`config.mk`:
```
export PLATFORM = sky130hd
export DESIGN_NAME = simul_axi_ready_sched
export DESIGN_NICKNAME = d
export VERILOG_FILES = /design/src/rtl/simul_axi_ready_sched.sv
export SDC_FILE = /design/constraint.sdc
export NUM_CORES = 1
export LEC_CHECK = 0
export BUFFER_PORTS_ARGS = -buffer_cell sky130_fd_sc_hd__buf_2
export CAP_MARGIN = 20
export CORE_AREA = 2 2 209 211
export DETAILED_ROUTE_END_ITERATION = 12
export DIE_AREA = 0 0 211 213
export HOLD_SLACK_MARGIN = 0.12
export MAX_ROUTING_LAYER = met4
export PLACE_DENSITY = 0.8
export SETUP_SLACK_MARGIN = 0.3
export SYNTH_ARGS = -nofsm -noshare
export SYNTH_HDL_FRONTEND = slang
export SYNTH_SLANG_ARGS = --single-unit
```
`constraint.sdc`:
```
create_clock -name clk -period 18.9 [get_ports clk]
set_input_delay 4.725 -clock clk [delete_from_list [all_inputs] [get_ports clk]]
set_output_delay 4.725 -clock clk [all_outputs]
set_load 0.05 [all_outputs]
```
`src/rtl/simul_axi_ready_sched.sv`:
```
// simul_axi_ready_sched: per-channel ready-delay scheduler for AXI slow-ready generators,
// advancing a fixed/table/random/off delay source on every completed handshake.
module simul_axi_ready_sched #(
  parameter int NUM_CH = 4,
  parameter int TBL_DEPTH = 16,
  parameter logic [15:0] SEED = 16'hACE1
) (
  input  logic                  clk,
  input  logic                  reset,
  input  logic                  cfg_we,
  input  logic [2:0]            cfg_ch,
  input  logic [1:0]            cfg_sel,
  input  logic [3:0]            cfg_addr,
  input  logic [3:0]            cfg_data,
  input  logic [NUM_CH-1:0]     valid,
  input  logic [NUM_CH-1:0]     ready,
  output logic [4*NUM_CH-1:0]   delay,
  output logic [16*NUM_CH-1:0]  hs_cnt
);
  typedef enum logic {IDLE, WAIT} st_t;
  function automatic logic [3:0] src(input logic [1:0] m, input logic [3:0] v, input logic [3:0] e,
                                     input logic [15:0] l);
    return m == 2'd0 ? v : m == 2'd1 ? e : m == 2'd2 ? (l[3:0] & v) : 4'd0;
  endfunction
  for (genvar c = 0; c < NUM_CH; c++) begin : g_ch
    localparam logic [15:0] sx = SEED ^ 16'(c);
    localparam logic [15:0] seed = (sx == 16'h0) ? 16'h0001 : sx;
    st_t st, st_d;
    logic [1:0] mode, mode_d;
    logic [3:0] val, val_d, len, len_d, ptr, ptr_w, ptr_d, dly, dly_d, ent, ent_d;
    logic [3:0] tbl [TBL_DEPTH];
    logic [15:0] lfsr, lfsr_d, cnt;
    logic wr, hs, wr_mode, wr_tbl, adv;
    always_comb begin
      wr = cfg_we && cfg_ch == 3'(c);
      hs = valid[c] & ready[c];
      wr_mode = wr && cfg_sel == 2'd0;
      wr_tbl = wr && cfg_sel == 2'd3;
      mode_d = wr_mode ? cfg_data[1:0] : mode;
      val_d = (wr && cfg_sel == 2'd1) ? cfg_data : val;
      len_d = (wr && cfg_sel == 2'd2) ? cfg_data : len;
      ptr_w = (wr_mode || len_d < ptr) ? 4'd0 : ptr;
      // a mode write restarts the sequence and suppresses the advance on that edge
      adv = hs && !wr_mode;
      ptr_d = (adv && mode == 2'd1) ? ((ptr_w == len_d) ? 4'd0 : ptr_w + 4'd1) : ptr_w;
      lfsr_d = wr_mode ? seed :
               (adv && mode == 2'd2) ? {lfsr[14:0], lfsr[15] ^ lfsr[13] ^ lfsr[12] ^ lfsr[10]} : lfsr;
      ent = tbl[ptr];
      ent_d = (wr_tbl && cfg_addr == ptr_d) ? cfg_data : tbl[ptr_d];
      dly_d = hs ? src(mode_d, val_d, ent_d, lfsr_d) : (st == WAIT) ? dly : src(mode, val, ent, lfsr);
      st_d = (valid[c] && !ready[c]) ? WAIT : IDLE;
    end
    always_ff @(posedge clk or posedge reset)
      if (reset) begin
        st <= IDLE;
        mode <= 2'd0;
        val <= 4'd0;
        len <= 4'd0;
        ptr <= 4'd0;
        lfsr <= seed;
        cnt <= 16'd0;
        dly <= 4'd0;
        for (int i = 0; i < TBL_DEPTH; i++) tbl[i] <= 4'd0;
      end else begin
        st <= st_d;
        mode <= mode_d;
        val <= val_d;
        len <= len_d;
        ptr <= ptr_d;
        lfsr <= lfsr_d;
        cnt <= cnt + 16'(hs);
        dly <= dly_d;
        if (wr_tbl) tbl[cfg_addr] <= cfg_data;
      end
    assign delay[4*c+:4] = dly;
    assign hs_cnt[16*c+:16] = cnt;
  end
endmodule

```
## Word-level counts from Yosys, hierarchy flattened

Cells that the tools add are included.

- Flip-flop bits (word level): 460
- Input bits: 24
- Output and inout port bits: 80
- Logic and storage cells: 358

- Add/subtract/negate cells: 8
- Magnitude comparators: 14
- Eq/ne operators: 34
- Mux-type cells: 102
- Bitwise logic cells: 33
- Reduce and logical (&&, ||, !) cells: 67

Operators with widths:

| cell | number |
|---|---|
| 4-bit two-way mux | 73 |
| 64-bit bitwise mux | 4 |
| 4-bit binary-select mux with 4-bit select | 8 |
| 16-bit two-way mux | 8 |
| 16-bit by 1-bit adder with 16-bit output | 4 |
| 5-bit greater-or-equal comparator (second input constant) | 9 |
| 4-bit NOT with 5-bit output | 9 |
| 1-bit logical AND | 41 |
| 4-bit AND | 8 |
| 4-bit == test | 8 |
| 2-bit == test (second input constant) | 10 |
| 2-bit by 1-bit == test with 1-bit output (second input constant) | 9 |
| 2-bit zero test | 9 |
| 4-bit by 1-bit adder with 4-bit output (second input constant) | 4 |
| 4-bit demux with 4-bit select | 1 |
| 4-bit less-than comparator | 4 |
| 1-bit XOR | 12 |
| 1-bit zero test | 8 |
| 2-bit two-way mux | 4 |
| 2-bit by 1-bit inequality test with 1-bit output (second input constant) | 4 |
| 2-bit nonzero test | 4 |
| 3-bit by 2-bit == test with 1-bit output (second input constant) | 2 |
| 5-bit by 1-bit less-than comparator with 1-bit output (second input constant) | 1 |
| 1-bit AND | 4 |
| 4 further kinds | 10 |

## Depth between registers and ports, before layout

- Depth in word-level cells: 18
- Mapped depth: 22
- Gate-level depth less buffers: 20

## Worst setup path after synthesis

OpenSTA, ideal clock, no wires.

- Path type: input to register
- From: in cfg_data[3]
- To: reg g_ch[2].dly[3]
- Setup time: 82 ps
- Arrival time: 8785 ps
- Required time: 18818 ps
- Setup slack: 10033 ps
- Cell stages on the path: 20
- Buffers on the path: 5
- Path through: clkbuf_1 clkbuf_1 clkbuf_1 clkbuf_1 mux2_2 ha_1 and2_0 a221o_1 a41o_1 buf_2 nand3_1 inv_1 ha_1 nand2b_1 mux2i_1 a2111o_1 or4_1 a21oi_1 a21oi_1 a31oi_1

- Longest elaborated chain between the ends: 15
- Elaborated cells on any way between the ends: 21
- Those cells by class: 1 x add/sub; 1 x order compare; 2 x eq/ne; 13 x mux; 2 x bitwise; 2 x reduce/logical

Ends and longest elaborated chain:

| what | RTL line | text |
|---|---|---|
| from (decl) | 14 | `input logic [3:0] cfg_data,` |
| 4-bit two-way mux (*) | 41 | `len_d = (wr && cfg_sel == 2'd2) ? cfg_data : len;` |
| via g_ch[2].len_d[3] | 30 | `logic [3:0] val, val_d, len, len_d, ptr, ptr_w, ptr_d, dly, dly_d, ent, ent_d;` |
| 4-bit less-than comparator | 42 | `ptr_w = (wr_mode \|\| len_d < ptr) ? 4'd0 : ptr;` |
| 1-bit logical OR | 42 |  |
| 4-bit two-way mux | 42 |  |
| 4-bit by 1-bit adder with 4-bit output or 4-bit == test (tied branches) | 45 | `ptr_d = (adv && mode == 2'd1) ? ((ptr_w == len_d) ? 4'd0 : ptr_w + 4'd1) : ptr_w;` |
| 4-bit two-way mux | 45 |  |
| 4-bit two-way mux (*) | 45 |  |
| 4-bit NOT with 5-bit output (not written as such) | 49 | `ent_d = (wr_tbl && cfg_addr == ptr_d) ? cfg_data : tbl[ptr_d];` |
| 4-bit binary-select mux with 4-bit select | 49 |  |
| 4-bit two-way mux (not written as such) (2 in a row) | 49 |  |
| 4-bit two-way mux (*) | 49 |  |
| 4-bit two-way mux (*) (2 in a row) | 23 | `return m == 2'd0 ? v : m == 2'd1 ? e : m == 2'd2 ? (l[3:0] & v) : 4'd0;` |
| 4-bit two-way mux (*) | 50 | `dly_d = hs ? src(mode_d, val_d, ent_d, lfsr_d) : (st == WAIT) ? dly : src(mode, val, ent, lfsr);` |
| to (signal assigned) | 72 | `dly <= dly_d;` |
| to (decl) | 30 |  |

The timed path passes the listed nets; every way through them passes the cells marked *. The select of a mux whose other input is x is not followed.
A chain may end at the register's enable or synchronous reset.

## Final worst setup path

- From: in cfg_sel[0]
- To: reg g_ch[0].dly[2]

- Longest elaborated chain between the ends: 17
- Elaborated cells on any way between the ends: 39
- Those cells by class: 1 x add/sub; 1 x order compare; 7 x eq/ne; 16 x mux; 2 x bitwise; 12 x reduce/logical

Ends and longest elaborated chain:

| what | RTL line | text |
|---|---|---|
| from (decl) | 12 | `input logic [1:0] cfg_sel,` |
| 2-bit == test (*) | 41 |  |
| 1-bit logical AND (*) | 41 |  |
| 4-bit two-way mux (*) | 41 |  |
| via g_ch[0].len_d[2] | 30 |  |
| 4-bit less-than comparator | 42 |  |
| 1-bit logical OR | 42 |  |
| 4-bit two-way mux | 42 |  |
| 4-bit by 1-bit adder with 4-bit output or 4-bit == test (tied branches) | 45 |  |
| 4-bit two-way mux | 45 |  |
| 4-bit two-way mux (*) | 45 |  |
| via g_ch[0].ptr_d[2] | 30 |  |
| 4-bit NOT with 5-bit output (not written as such) | 49 |  |
| 4-bit binary-select mux with 4-bit select | 49 |  |
| 4-bit two-way mux (not written as such) (2 in a row) | 49 |  |
| 4-bit two-way mux (*) | 49 |  |
| 4-bit two-way mux (*) (2 in a row) | 23 |  |
| 4-bit two-way mux (*) | 50 |  |
| to (signal assigned) | 72 |  |
| to (decl) | 30 |  |

Marked as above.

==> results by stage <==
Run status:
- The run finished with clean final reports.

Global route:
- For this run the aggregate overflow at the end of global routing stands at 0.
- Entering global routing, the biggest net connects about 170 pins.
- The global-route total usage across every layer is 31.5%.
- The number of global-route vias before repair was 19300.
- The first global-routing pass estimated around 110000 µm of wire.
- The global routing met2 resource utilization is 49.0%.
- Global routing consumed, on the met1 layer, 41.5% of the routing resources.
- The initial antenna violation count is 6.
- The met3 track demand over resource in global routing is 6.56%.
- The global routing stage identified its most utilized layer as met2.

Yosys:
- The number of enable flip-flop cells after synthesis is 0.
- The area fraction in compound gates after synthesis is between 10% and 20%.
- The dominant synthesized flop cell is sky130_fd_sc_hd__dfrtp_1.
- In this run the mean area of a mapped cell was 10.8 µm².
- After synthesis, the netlist uses 95 different library cells.
- The cell count after synthesis came out at around 2300.
- Synthesis produced a netlist with a net count of 2393.
- For this run, the register share of the synthesized area comes to a little under half.
- The synthesis warning total is 0.
- Of all flip-flops after synthesis, the portion carrying an async set or reset was 100%.
- The post-synthesis simple-gate area fraction is 13.1%.
- The post-synthesis sequential element count is 460.
- The synthesized netlist occupies a cell area of ~25000 µm².
- The synthesized-area fraction occupied by xor and xnor cells is 3.22%.
- After synthesis, the largest family of logic cells by area is multiplexers.
- The synthesized netlist devotes 1.19% of its cell area to adder and majority cells.
- Multiplexer cells account for 22.5% of the synthesized area.

Detailed routing:
- Using the TritonRoute via totals, the vias-per-cell ratio works out to 6.53.
- Dividing the detail-routed wire length by the instance count gives approximately 23 µm.
- The number of detailed-route iterations in the first pass is 6.
- The detail route stage leaves a number of antenna-violating nets equal to 0.
- For this block, the routed nets add up to 67500 µm of wire.
- The DRC violations left is 0.
- The routed layout has 19500 vias.
- The iteration-0 DRC count of the detailed router is around 1900.

Floorplanning:
- The number of top-level design ports is 104.
- The die is roughly 210 µm wide.
- From bottom edge to top edge, the die measures 213 µm.
- The area enclosed by the die boundary is 44900 µm².
- The initial utilization of the core area, before any placement, comes to 59.2%.
- The initialized floorplan defines 76 standard-cell rows.
- The core region is 42700 µm².

Worst setup path:
- STA classifies the critical path startpoint as a primary input.
- The type of the worst setup path is primary input to register.
- Along the worst path, the maximum fanout reaches 24.
- The kind of capture point of the worst setup path is a register.
- The required time at the worst-slack endpoint is 19.40 ns.
- The arrival time at the worst endpoint is 10.25 ns.

Finish:
- In the layout the commonest cells are sky130_fd_sc_hd__dfrtp_1 (428), sky130_fd_sc_hd__nand2_1 (310), sky130_fd_sc_hd__mux2_2 (242).
- The post-route cell area is 28000 µm².
- The net count of the finished layout is 2440.
- The count of non-filler cells in the finished layout is 2979.
- Leaving out fill and tap cells, the most frequent cell in the layout is sky130_fd_sc_hd__dfrtp_1.
- Compared with the post-synthesis result, the final layout area differs by 10.6%.
- The core utilization of the finished layout is 65.5%.
- Cells with a size suffix above 1 make up 25.3% of the layout.

Timing:
- Setup repair after global routing left no endpoint under its margin.
- The total count of max-transition violations in the final report is 0.
- The total negative setup slack is 0 ns.
- The final clock period utilization by the worst path is 51.5%.
- Derived from the worst setup path, the maximum achievable clock frequency is slightly above 100 MHz.
- The final worst slack is 9.16 ns.
- The worst pin sits at a relative slew slack of 23.5%.
- The final setup violation count is 0.
- On the final layout, the worst hold slack is 0.463 ns.
- The final number of hold-violating endpoints is 0.
- The largest clock skew in the final design is between 0.03 and 0.04 ns.
- At the pin with the least slew margin, the transition time is ~1.1 ns.
- Counting I/O delays and the setup requirement, the final critical path takes 9.74 ns.

Place:
- Detailed placement ended at an HPWL of between 40000 and 50000 µm.
- Once placement finished, the instance area stood at approximately 26000 µm².
- The total placed cells including tap cells is 2883.
- Buffers placed on the I/O ports in this run total 103.
- The global placement routability congestion is 0.969.
- The pre-CTS worst setup slack is 8.80 ns.

Clock network:
- The clock tree from TritonCTS is built.
- The total setup buffers inserted after CTS is 0.
- Buffers inserted to repair hold after CTS numbered 0.
- The number of CTS-inserted buffers is 47.
- CTS saw 460 sinks.
- CTS placed an instance of sky130_fd_sc_hd__clkbuf_16 at the clock tree root.
- The maximum clock path buffer count is 3.
- The post-cts gate resize count is 0.
- The clock transition at the registers of the reported paths is 0.06 ns.
- The H-tree depth is 2.
- The clock latency of the later-clocked register in the worst-skew pair is 0.61 ns.

Power and ir drop:
- The worst ir drop on vdd is roughly 0.067 mV.
- The clock group share of total power is 34.1%.
- Dividing total power by cell area gives a power density of 106 nW/µm².
- After layout, the design draws a total of between 2 and 3 mW.
- The net switching power is 0.959 mW.
- The relative contribution of sequential cells to total power is 42.0%.
- The proportion of total power due to net switching is 32.5%.
- The internal portion of total power is 1.99 mW.
- The leakage power total is 12.6 nW.
- The combinational cell fraction of total power is 23.9%.

Worst hold path:
- The worst min-delay path class is register to register.

Flow run:
- Across the run, the number of max-cap violations was 0.
path summary, 6_finish.rpt:
path	start	depth (start not counted)	endpoint	slack [ns]
worst max-delay path	cfg_sel[0]	20	g_ch[0].dly[2]	9.16
worst min-delay path	g_ch[1].lfsr[5]	2	g_ch[1].lfsr[6]	0.46
worst max register to register	g_ch[0].ptr[2]	16	g_ch[0].dly[2]	14.08
worst min register to register	g_ch[1].lfsr[5]	2	g_ch[1].lfsr[6]	0.46
max in group asynchronous	reset	5	g_ch[3].tbl[24]	12.52
min in group asynchronous	reset	2	g_ch[2].cnt[6]	4.31
Yosys cell counts (all sizes together) (6+ instances only):
master / count / area share (%)
dfrtp: 428 / 42
nand2: 310 / 4.6
mux2: 243 / 11
o21ai: 143 / 2.9
nor2: 116 / 1.8
clkbuf: 114 / 1.7
mux2i: 100 / 4.0
mux4: 87 / 7.7
a21oi: 83 / 1.7
xnor2: 74 / 2.6
nand3: 64 / 1.3
inv: 52 / 0.77
nor3: 38 / 0.79
and3: 34 / 0.84
dfstp: 32 / 3.3
buf: 29 / 0.54
nand4: 29 / 0.72
a31oi: 27 / 0.67
nand2b: 25 / 0.62
ha: 24 / 1.2
nor2b: 20 / 0.49
o22ai: 20 / 0.55
xor2: 18 / 0.65
a22oi: 16 / 0.47
or3: 15 / 0.37
a211oi: 14 / 0.42
o211ai: 14 / 0.42
a21o: 12 / 0.36
and2: 12 / 0.30
a221oi: 10 / 0.37
or2: 10 / 0.25
a211o: 9 / 0.31
a311oi: 9 / 0.31
o21a: 9 / 0.27
a21boi: 8 / 0.28
o31ai: 8 / 0.31
nor4: 7 / 0.23
a22o: 6 / 0.21
o311ai: 6 / 0.21
worst max-delay path, stage by stage:
cell and delay, ns:
sky130_fd_sc_hd__buf_2 0.13, sky130_fd_sc_hd__and4bb_1 0.76, sky130_fd_sc_hd__nand2_1 0.25, sky130_fd_sc_hd__a21oi_1 0.32
sky130_fd_sc_hd__inv_1 0.13, sky130_fd_sc_hd__ha_1 0.33, sky130_fd_sc_hd__a21o_1 0.19, sky130_fd_sc_hd__a21oi_1 0.32
sky130_fd_sc_hd__nand4_1 0.22, sky130_fd_sc_hd__and3_1 0.29, sky130_fd_sc_hd__ha_1 0.23, sky130_fd_sc_hd__a2111o_1 0.39
sky130_fd_sc_hd__o221ai_2 0.08, sky130_fd_sc_hd__buf_4 0.36, sky130_fd_sc_hd__o31ai_4 0.21, sky130_fd_sc_hd__inv_2 0.20
sky130_fd_sc_hd__o21ai_1 0.12, sky130_fd_sc_hd__nor4_4 0.56, sky130_fd_sc_hd__nor4b_1 0.13, sky130_fd_sc_hd__a311oi_1 0.27
power by group through the flow:
stage	Combinational [mW]	Sequential [mW]	Clock, mW
after global placement	0.679	1.25	0
after global routing	0.767	1.26	1.06
after CTS	0.700	1.24	1.02
after detailed placement	0.696	1.25	0
after floorplan	0.440	1.33	0
final	0.705	1.24	1.01
sequential cells by signal, indices dropped and copies added (netlist names):
name / cells
g_ch.len: 16
g_ch.ptr: 16
g_ch.lfsr: 64
g_ch.val: 16
g_ch.dly: 16
g_ch.st: 4
g_ch.tbl: 256
g_ch.cnt: 64
g_ch.mode: 8
layer usage:
layer,vias to the layer above,share of wire [%]
met1,9745,42
met3,156,8.6
met2,882,47
met5,-,0
met4,0,3.1
li1,8676,-
area by class of cell:
class	count	area (µm²)
Antenna cell	6	15.0
Clock buffer	71	1410
Clock inverter	13	260
Fill cell	3209	14700
Inverter	57	221
Multi-Input combinational cell	1685	13000
Sequential cell	460	11600
Tap cell	546	683
Timing Repair Buffer	141	851
cells by family after synthesis:
logic type,count (synthesis)
adder cells (fa/ha/maj),24
buffers and inverters,200
flip-flops,460
XOR/XNOR,92
multiplexers,430
AO/OA/AOI/OAI,437
AND/OR/NAND/NOR,702
Power figures use the tool's default switching activity.
